**src/rtl/alu_result_writeback_arbiter.sv**
```systemverilog
// Merges the four ALU result streams (add, fti, itf, mul) onto the single register-file write port.
// Each channel has its own FIFO. A round-robin arbiter drains the FIFOs into one registered output.
module alu_result_writeback_arbiter #(
  parameter int DATA_WIDTH          = 32,
  parameter int REGISTER_ADDR_WIDTH = 8,
  parameter int FIFO_DEPTH          = 4
) (
  input  logic                           clock,
  input  logic                           reset,
  input  logic                           add_result_valid,
  input  logic [DATA_WIDTH-1:0]          add_result_data,
  input  logic [REGISTER_ADDR_WIDTH-1:0] add_result_user,
  output logic                           add_result_ready,
  input  logic                           fti_result_valid,
  input  logic [DATA_WIDTH-1:0]          fti_result_data,
  input  logic [REGISTER_ADDR_WIDTH-1:0] fti_result_user,
  output logic                           fti_result_ready,
  input  logic                           itf_result_valid,
  input  logic [DATA_WIDTH-1:0]          itf_result_data,
  input  logic [REGISTER_ADDR_WIDTH-1:0] itf_result_user,
  output logic                           itf_result_ready,
  input  logic                           mul_result_valid,
  input  logic [DATA_WIDTH-1:0]          mul_result_data,
  input  logic [REGISTER_ADDR_WIDTH-1:0] mul_result_user,
  output logic                           mul_result_ready,
  output logic                           writeback_valid,
  output logic [DATA_WIDTH-1:0]          writeback_data,
  output logic [REGISTER_ADDR_WIDTH-1:0] writeback_user,
  input  logic                           writeback_ready,
  input  logic                           clear_overflow,
  output logic [3:0]                     overflow,
  output logic                           busy,
  output logic [1:0]                     dbg_rr_ptr
);

  localparam int AW = $clog2(FIFO_DEPTH);
  localparam int EW = DATA_WIDTH + REGISTER_ADDR_WIDTH;
  localparam logic [AW:0] PTR_ONE = 1;

  // Handshake: a writeback transfer happens on a rising edge where valid and ready are both 1.
  // While valid=1 and ready=0, data, user and valid hold. The ALU inputs cannot stall, so their ready is always 1.
  logic [3:0]            w_in_valid;
  logic [EW-1:0]         w_in_entry [4];
  logic [EW-1:0]         r_mem [4][FIFO_DEPTH];
  logic [AW:0]           r_wr_ptr [4];
  logic [AW:0]           r_rd_ptr [4];
  logic [3:0]            w_empty, w_full, w_push, w_pop, w_drop;
  logic [EW-1:0]         w_head;
  logic [1:0]            r_rr_ptr, w_grant, w_scan;
  logic                  w_grant_valid, w_load;
  logic                  r_wb_valid;
  logic [DATA_WIDTH-1:0] r_wb_data;
  logic [REGISTER_ADDR_WIDTH-1:0] r_wb_user;
  logic [3:0]            r_overflow;

  assign add_result_ready = 1'b1;
  assign fti_result_ready = 1'b1;
  assign itf_result_ready = 1'b1;
  assign mul_result_ready = 1'b1;

  assign w_in_valid    = {mul_result_valid, itf_result_valid, fti_result_valid, add_result_valid};
  assign w_in_entry[0] = {add_result_data, add_result_user};
  assign w_in_entry[1] = {fti_result_data, fti_result_user};
  assign w_in_entry[2] = {itf_result_data, itf_result_user};
  assign w_in_entry[3] = {mul_result_data, mul_result_user};

  assign w_load = !r_wb_valid || writeback_ready;

  always_comb begin
    w_empty = '0;
    w_full  = '0;
    for (int c = 0; c < 4; c++) begin
      w_empty[c] = (r_wr_ptr[c] == r_rd_ptr[c]);
      w_full[c]  = (r_wr_ptr[c][AW] != r_rd_ptr[c][AW]) &&
                   (r_wr_ptr[c][AW-1:0] == r_rd_ptr[c][AW-1:0]);
    end
  end

  // Scan from the furthest candidate back to the pointer, so the nearest non-empty channel wins.
  always_comb begin
    w_grant_valid = 1'b0;
    w_grant       = '0;
    w_scan        = '0;
    for (int k = 3; k >= 0; k--) begin
      w_scan = r_rr_ptr + 2'(k);
      if (!w_empty[w_scan]) begin
        w_grant       = w_scan;
        w_grant_valid = 1'b1;
      end
    end
  end

  always_comb begin
    w_pop  = '0;
    w_push = '0;
    w_drop = '0;
    for (int c = 0; c < 4; c++) begin
      w_pop[c]  = w_load && w_grant_valid && (w_grant == 2'(c));
      w_push[c] = w_in_valid[c] && (!w_full[c] || w_pop[c]);
      w_drop[c] = w_in_valid[c] && w_full[c] && !w_pop[c];
    end
  end

  assign w_head = r_mem[w_grant][r_rd_ptr[w_grant][AW-1:0]];

  always_ff @(posedge clock or negedge reset) begin
    if (!reset) begin
      for (int c = 0; c < 4; c++) begin
        r_wr_ptr[c] <= '0;
        r_rd_ptr[c] <= '0;
      end
      r_rr_ptr   <= '0;
      r_wb_valid <= 1'b0;
      r_wb_data  <= '0;
      r_wb_user  <= '0;
      r_overflow <= '0;
    end else begin
      for (int c = 0; c < 4; c++) begin
        if (w_push[c]) begin
          r_mem[c][r_wr_ptr[c][AW-1:0]] <= w_in_entry[c];
          r_wr_ptr[c] <= r_wr_ptr[c] + PTR_ONE;
        end
        if (w_pop[c]) r_rd_ptr[c] <= r_rd_ptr[c] + PTR_ONE;
      end
      // A drop in the same cycle as a clear leaves the flag set.
      r_overflow <= (clear_overflow ? 4'b0000 : r_overflow) | w_drop;
      if (w_load) begin
        if (w_grant_valid) begin
          r_wb_valid <= 1'b1;
          r_wb_data  <= w_head[EW-1:REGISTER_ADDR_WIDTH];
          r_wb_user  <= w_head[REGISTER_ADDR_WIDTH-1:0];
          r_rr_ptr   <= w_grant + 2'd1;
        end else begin
          r_wb_valid <= 1'b0;
        end
      end
    end
  end

  assign writeback_valid = r_wb_valid;
  assign writeback_data  = r_wb_data;
  assign writeback_user  = r_wb_user;
  assign overflow        = r_overflow;
  assign busy            = (|(~w_empty)) || r_wb_valid;
  assign dbg_rr_ptr      = r_rr_ptr;

endmodule

```
**config.mk**
```make
export PLATFORM = sky130hd
export DESIGN_NAME = alu_result_writeback_arbiter
export DESIGN_NICKNAME = d
export VERILOG_FILES = /design/src/rtl/alu_result_writeback_arbiter.sv
export SDC_FILE = /design/constraint.sdc
export NUM_CORES = 1
export LEC_CHECK = 0
export CAP_MARGIN = 20
export CORE_MARGIN = 1
export CORE_UTILIZATION = 38
export DETAILED_ROUTE_END_ITERATION = 12
export HOLD_SLACK_MARGIN = 0.02
export PLACE_DENSITY = 0.68
export SLEW_MARGIN = 10
export SYNTH_ARGS = -nofsm -noshare
export SYNTH_HDL_FRONTEND = slang
export SYNTH_SLANG_ARGS = --single-unit
```
**constraint.sdc**
```tcl
create_clock -name clock -period 4.7 [get_ports clock]
set_clock_uncertainty 0.1 [all_clocks]
set_input_delay 0.705 -clock clock [delete_from_list [all_inputs] [get_ports clock]]
set_output_delay 0.705 -clock clock [all_outputs]
set_load 0.02 [all_outputs]
```
==> results of run 1 <==
[routing by layer]
metal	track usage, %	up-vias	part of all wire (%)	routed length [um]
met3	4.71	191	8.1	6740
met2	34.7	931	48	39900
met4	8.85	6	3.6	3020
met1	27.5	9295	40	33400
li1	-	8064	-	-
met5	0	-	0.046	38
[layout make-up]
| cell class | instances | area, um2 | share of cell area [%] |
|---|---|---|---|
| Antenna cell | 5 | 12.5 | 0.0361 |
| Tap cell | 969 | 1210 | 3.50 |
| Sequential cell | 711 | 21000 | 60.6 |
| Clock inverter | 30 | 235 | 0.679 |
| Inverter | 17 | 63.8 | 0.184 |
| Multi-Input combinational cell | 1079 | 7140 | 20.6 |
| Timing Repair Buffer | 275 | 2830 | 8.15 |
| Clock buffer | 106 | 2180 | 6.28 |
[power by group through the flow]
stage          Sequential (mW)  Combinational, mW  Clock (mW)
2_1_floorplan             8.65               9.40           0
3_3_place_gp              8.52               12.8           0
3_5_place_dp              8.55               13.2           0
4_1_cts                   8.42               13.3        5.89
5_1_grt                   8.50               14.4        6.12
6_report                  8.42               13.3        5.80
[state kept, by name, indices dropped and copies added (netlist names)]
signal           flops
r_mem              640
writeback_valid      1
writeback_data      32
r_rd_ptr            12
overflow             4
r_wr_ptr            12
writeback_user       8
dbg_rr_ptr           2
[worst max-delay path: stages, from the launching register on]
cell and delay (ns):
dfrtp_1 0.42, xnor2_1 0.32, a31oi_1 0.24, o311ai_1 0.43, and2_4 0.64, o32a_2 0.81
buf_4 0.48, a311oi_1 0.10, a211oi_1 0.38, nor3_2 0.09
[through the flow]
| stage | util, % | power (mW) |
|---|---|---|
| 2_1_floorplan | - | 18.1 |
| 3_3_place_gp | 43.2 | 21.4 |
| 3_5_place_dp | 43.2 | 21.7 |
| 4_1_cts | 46.4 | 27.6 |
| 5_1_grt | 46.4 | 29.0 |
| 6_report | 46.4 | 27.6 |
[cells by family after synthesis]
logic type / after synthesis / synth area share, %
XOR/XNOR: 30 / 0.990
flip-flops: 711 / 72.9
buffers and inverters: 180 / 2.84
multiplexers: 44 / 1.55
other: 1 / 0.0130
AO/OA/AOI/OAI: 434 / 12.1
adder cells (fa/ha/maj): 20 / 0.869
AND/OR/NAND/NOR: 547 / 8.79
[Yosys cell counts (5+ instances only)]
cell type    n
buf_6        6
nor3_2      20
buf_2       52
ha_1        20
a221oi_1   100
mux2i_1     40
a221oi_2    20
inv_1       17
a311oi_2    20
nand2_1    338
edfxtp_1   640
nor2_1      45
clkbuf_1    88
a32oi_1     40
and3_1      98
a311oi_1    21
xor2_1       7
a31oi_1     46
xnor2_1     20
nand3_1      8
nand4_1      5
dfrtp_1     71
nor3_1      21
o21ai_0     13
buf_4        9
a21oi_1     83
a211oi_1    80
buf_1        8
[how the worst max path moves through the flow]
stage	slack (ns)	end	from	cells past startpoint
floorplan	1.30	r_mem[3][0]	r_wr_ptr[4]	9
global placement	0.83	writeback_data[12]	writeback_ready	8
detailed placement	0.63	writeback_data[26]	r_rd_ptr[11]	9
CTS	0.59	writeback_data[26]	r_rd_ptr[11]	9
global route	0.20	writeback_data[26]	r_rd_ptr[11]	9
finish	0.54	writeback_data[26]	r_rd_ptr[11]	9
==> flow_summary.json, run 1 <==
{
  "cts_buffers": 75,
  "required_ns": 5.09,
  "fin_ws_ns": 0.541,
  "cts_setup_buffers": 0,
  "start_util_pct": 38.6,
  "grt-ovfl-total": 0,
  "filler_cell_count": 6319,
  "drv_slew": 0,
  "period_share_pct": 88.5,
  "p_clk_share_pct": 21.1,
  "first_global_vias": 18800,
  "maxCapViolCount": 0,
  "final_nets": 2347,
  "synth.top_cell.area_share_pct": 66.7,
  "start_kind": "flop",
  "holdWs_ns": 0.114,
  "status": "finished, final reports clean",
  "wire_per_inst_um": 26.0,
  "antenna_found_initial": 8,
  "vdd_drop_max_v": 0.00112,
  "hpwl_um": 49600,
  "synth_edf_count": 640,
  "grt_usage_pct": 21.3,
  "htree_levels": 3,
  "drt_pre_antenna_iters": 9,
  "hold_buffers": 0,
  "timing.fmax_mhz": 240,
  "cts_root_buffer": "clkbuf_16",
  "min_period_ns": 4.16,
  "placed_cells": 3051,
  "yosys_warnings": 0,
  "remaining_drc_errors": 0,
  "setup_violations": 0,
  "dpl-instance-area_mm2": 0.0322,
  "final_cells": 3192,
  "synth.distinct_cells": 49,
  "drive_gt1_share_pct": 12.2,
  "rsz0062_at_grt": "no",
  "synth_top_area_cell": "edfxtp_1",
  "pin_count": 220,
  "async_reset_ff_share_pct": 9.99,
  "worstReg2RegEnd": "writeback_data[26]",
  "syn_inst": 1967,
  "max_slew_margin_pct": 28.1,
  "crit_type": "reg -> reg",
  "place_congestion": 0.847,
  "setup_tns_ns": 0,
  "rows": 100,
  "critPathMaxFanout": 51,
  "crit_path_end_kind": "flop",
  "clock_latency_ns": 0.63,
  "cts.sinks": 711,
  "avgViaCountPerCell": 5.79,
  "hold_class": "in -> async",
  "p_comb_share_pct": 48.4,
  "max-clock-path-buffers": 3,
  "ctsResizeCount": 0,
  "ys_ff_latch": 711,
  "final_common_cell": "edfxtp_1",
  "place_ws_ns": 0.628,
  "port_buffers": 215,
  "p_leak_nw": 11.7,
  "drt_iter0_markers": 1974,
  "r2r_cells": 9,
  "p_sw_share_pct": 42.6,
  "synthToLayoutAreaGrowth_pct": 20.3,
  "ys_top_cells_by_area": "edfxtp_1 67%, dfrtp_1 6.2%, nand2_1 4.4%, a221oi_1 3.0%, and3_1 2.1%",
  "die_height_um": 277,
  "worstPathArrival_ns": 4.55,
  "num_vias": 18500,
  "report.final.hold_viol_count": 0,
  "netSwitchingPower_mw": 11.7,
  "synth_area_mm2": 0.0288,
  "die-area_mm2": 0.0769,
  "r2r-start": "r_rd_ptr[11]",
  "core_mm2": 0.0747,
  "powerDensity_mw_per_mm2": 795,
  "routed_wl_um": 83100,
  "syn_avg_cell_area_um2": 14.6,
  "clkTransAtPathRegs_ns": 0.06,
  "worst-r2r-setup-slack_ns": 0.54,
  "fin_area_mm2": 0.0347,
  "ys_seq_area_share_pct": 72.9,
  "grt_max_degree": 187,
  "ant_nets": 0,
  "fp.dieW_um": 277,
  "grt_pass1_wl_um": 122000,
  "p_seq_share_pct": 30.6,
  "synthFlopType": "edfxtp_1",
  "worstMarginPinSlew_ns": 1.08,
  "intPower_mw": 15.8,
  "final_cell_mix": "640 x edfxtp_1, 338 x nand2_1, 214 x clkdlybuf4s50_1",
  "cts_tree": "yes"
}
No activity file was read; power rests on OpenSTA's default activity.
==> inputs of run 2 (changes only) <==
- CORE_UTILIZATION: 38 -> 55
- PLACE_DENSITY: 0.68 -> 0.88
==> run 2 against run 1 <==
Sequential share of layout area up 0.98 points. Power down 0.58%. Hold slack worse by 0.024 ns. Largest cell class unchanged. Highest routed layer unchanged.
==> flow_summary.json, run 2 (synthesis gave the netlist of run 1 again) <==
{
  "worstMarginPinSlew_ns": 1.43,
  "wire_per_inst_um": 27.3,
  "largest_register_ffs": 640,
  "cts_root_buffer": "clkbuf_16",
  "crit_family": "buffers and inverters",
  "p_clk_share_pct": 20.7,
  "max-clock-path-buffers": 3,
  "die_height_um": 231,
  "grt-ovfl-total": 0,
  "cts_buffers": 72,
  "drive_gt1_share_pct": 11.3,
  "slowest_stage": "buf_4",
  "num_vias": 19100,
  "maxCapViolCount": 0,
  "drt_pre_antenna_iters": 7,
  "report.final.hold_viol_count": 0,
  "period_share_pct": 88.7,
  "cts_setup_buffers": 0,
  "crit_path_frequent_cell": "buf_4",
  "final_nets": 2331,
  "htree_levels": 3,
  "rsz0062_at_grt": "no",
  "hold_class": "in -> async",
  "setup_violations": 0,
  "required_ns": 5.11,
  "final_cell_mix": "640 x edfxtp_1, 338 x nand2_1, 214 x clkdlybuf4s50_1",
  "powerDensity_mw_per_mm2": 803,
  "avgViaCountPerCell": 6.61,
  "die-area_mm2": 0.0533,
  "start_kind": "flop",
  "ctsResizeCount": 0,
  "fin_area_mm2": 0.0341,
  "worstReg2RegEnd": "writeback_data[5]",
  "p_leak_nw": 11.6,
  "setup_tns_ns": 0,
  "synthToLayoutAreaGrowth_pct": 18.4,
  "r2r_cells": 10,
  "grt_pass1_wl_um": 116000,
  "dpl-instance-area_mm2": 0.0318,
  "cts.sinks": 711,
  "drt_iter0_markers": 2646,
  "worst-path-buf-inv": 2,
  "worst-r2r-setup-slack_ns": 0.53,
  "core_mm2": 0.0515,
  "vdd_drop_max_v": 0.00182,
  "hold_buffers": 0,
  "crit_path_end_kind": "flop",
  "p_comb_share_pct": 48.5,
  "fp.dieW_um": 231,
  "slowest_delay_ns": 0.82,
  "clock_latency_ns": 0.61,
  "pin_count": 220,
  "grt_max_degree": 241,
  "status": "finished, final reports clean",
  "r2r-start": "r_rd_ptr[11]",
  "min_period_ns": 4.17,
  "rows": 83,
  "final_common_cell": "edfxtp_1",
  "p_seq_share_pct": 30.8,
  "place_congestion": 0.858,
  "critPathMaxFanout": 80,
  "cts_tree": "yes",
  "max_slew_margin_pct": 4.72,
  "hpwl_um": 45100,
  "netSwitchingPower_mw": 11.7,
  "worstPathArrival_ns": 4.57,
  "drv_slew": 0,
  "intPower_mw": 15.7,
  "crit_type": "reg -> reg",
  "grt_usage_pct": 29.5,
  "path_cells": "xnor2_1, a31oi_1, o21a_1, nor3_4, buf_4, buf_4, nand2_1, a311oi_2, a211oi_1, nor3_1",
  "antenna_found_initial": 11,
  "ant_nets": 0,
  "timing.fmax_mhz": 240,
  "start_util_pct": 55.9,
  "port_buffers": 215,
  "remaining_drc_errors": 0,
  "clkTransAtPathRegs_ns": 0.07,
  "first_global_vias": 19000,
  "p_sw_share_pct": 42.5,
  "routed_wl_um": 78700
}
==> run 2: changes by cell type in the layout (fill, tap and decap cells not counted), moves of 3 or more <==
cell,delta
buf_4,-15
and3_2,+13
and3_4,-13
clkbuf_8,-4
clkinv_2,-4
bufinv_16,+3
clkbuf_1,+3
clkbuf_16,-3
==> run 2: worst max path at each step <==
stage	cells after the start	startpoint	end	slack, ns
2_1_floorplan	9	r_wr_ptr[4]	r_mem[3][0]	1.30
3_3_place_gp	10	r_rd_ptr[11]	writeback_data[6]	0.97
3_5_place_dp	10	r_rd_ptr[11]	writeback_data[5]	0.73
4_1_cts	10	r_rd_ptr[11]	writeback_user[0]	0.65
5_1_grt	10	r_rd_ptr[11]	writeback_user[0]	0.28
6_report	10	r_rd_ptr[11]	writeback_data[5]	0.53
==> run 2: layout make-up <==
type / count / area, um2
Inverter: 17 / 63.8
Clock inverter: 30 / 285
Antenna cell: 5 / 12.5
Timing Repair Buffer: 262 / 2750
Tap cell: 680 / 851
Clock buffer: 102 / 2060
Multi-Input combinational cell: 1079 / 7090
Sequential cell: 711 / 21000
Fill cell: 3381 / 17400
==> run 2: stage by stage <==
| stage | hold slack, ns | util, % | std cells | power (mW) | setup slack [ns] |
|---|---|---|---|---|---|
| 4_1_cts | 0.0943 | 66.2 | 2881 | 27.2 | 0.651 |
| 3_5_place_dp | 0.387 | 61.7 | 2749 | 21.4 | 0.728 |
| 6_report | 0.0902 | 66.2 | 2886 | 27.4 | 0.532 |
| 2_1_floorplan | 0.309 | - | 1970 | 18.1 | 1.30 |
| 3_3_place_gp | 0.379 | 61.7 | 2749 | 20.7 | 0.966 |
| 5_1_grt | 0.111 | 66.2 | 2886 | 28.6 | 0.284 |
==> run 2: worst register-to-register path, delay by kind of cell (launching register included) <==
| family | cells | cell delay (ns) |
|---|---|---|
| flip-flops | 1 | 0.42 |
| XOR/XNOR | 1 | 0.32 |
| buffers and inverters | 2 | 1.51 |
| AO/OA/AOI/OAI | 4 | 0.98 |
| AND/OR/NAND/NOR | 3 | 0.73 |
==> run 2: routing by layer <==
layer  wire, um  GRT usage, %
met2      38400          48.1
met1      27900          37.8
met3       8610          6.21
met5         77             0
met4       3650          14.0
==> run 2: power by group through the flow <==
stage | Clock [mW] | Combinational (mW) | Sequential, mW
after floorplan | 0 | 9.40 | 8.65
after global placement | 0 | 12.2 | 8.50
after detailed placement | 0 | 12.8 | 8.55
after CTS | 5.69 | 13.1 | 8.43
after global routing | 5.91 | 14.2 | 8.51
final | 5.67 | 13.3 | 8.45
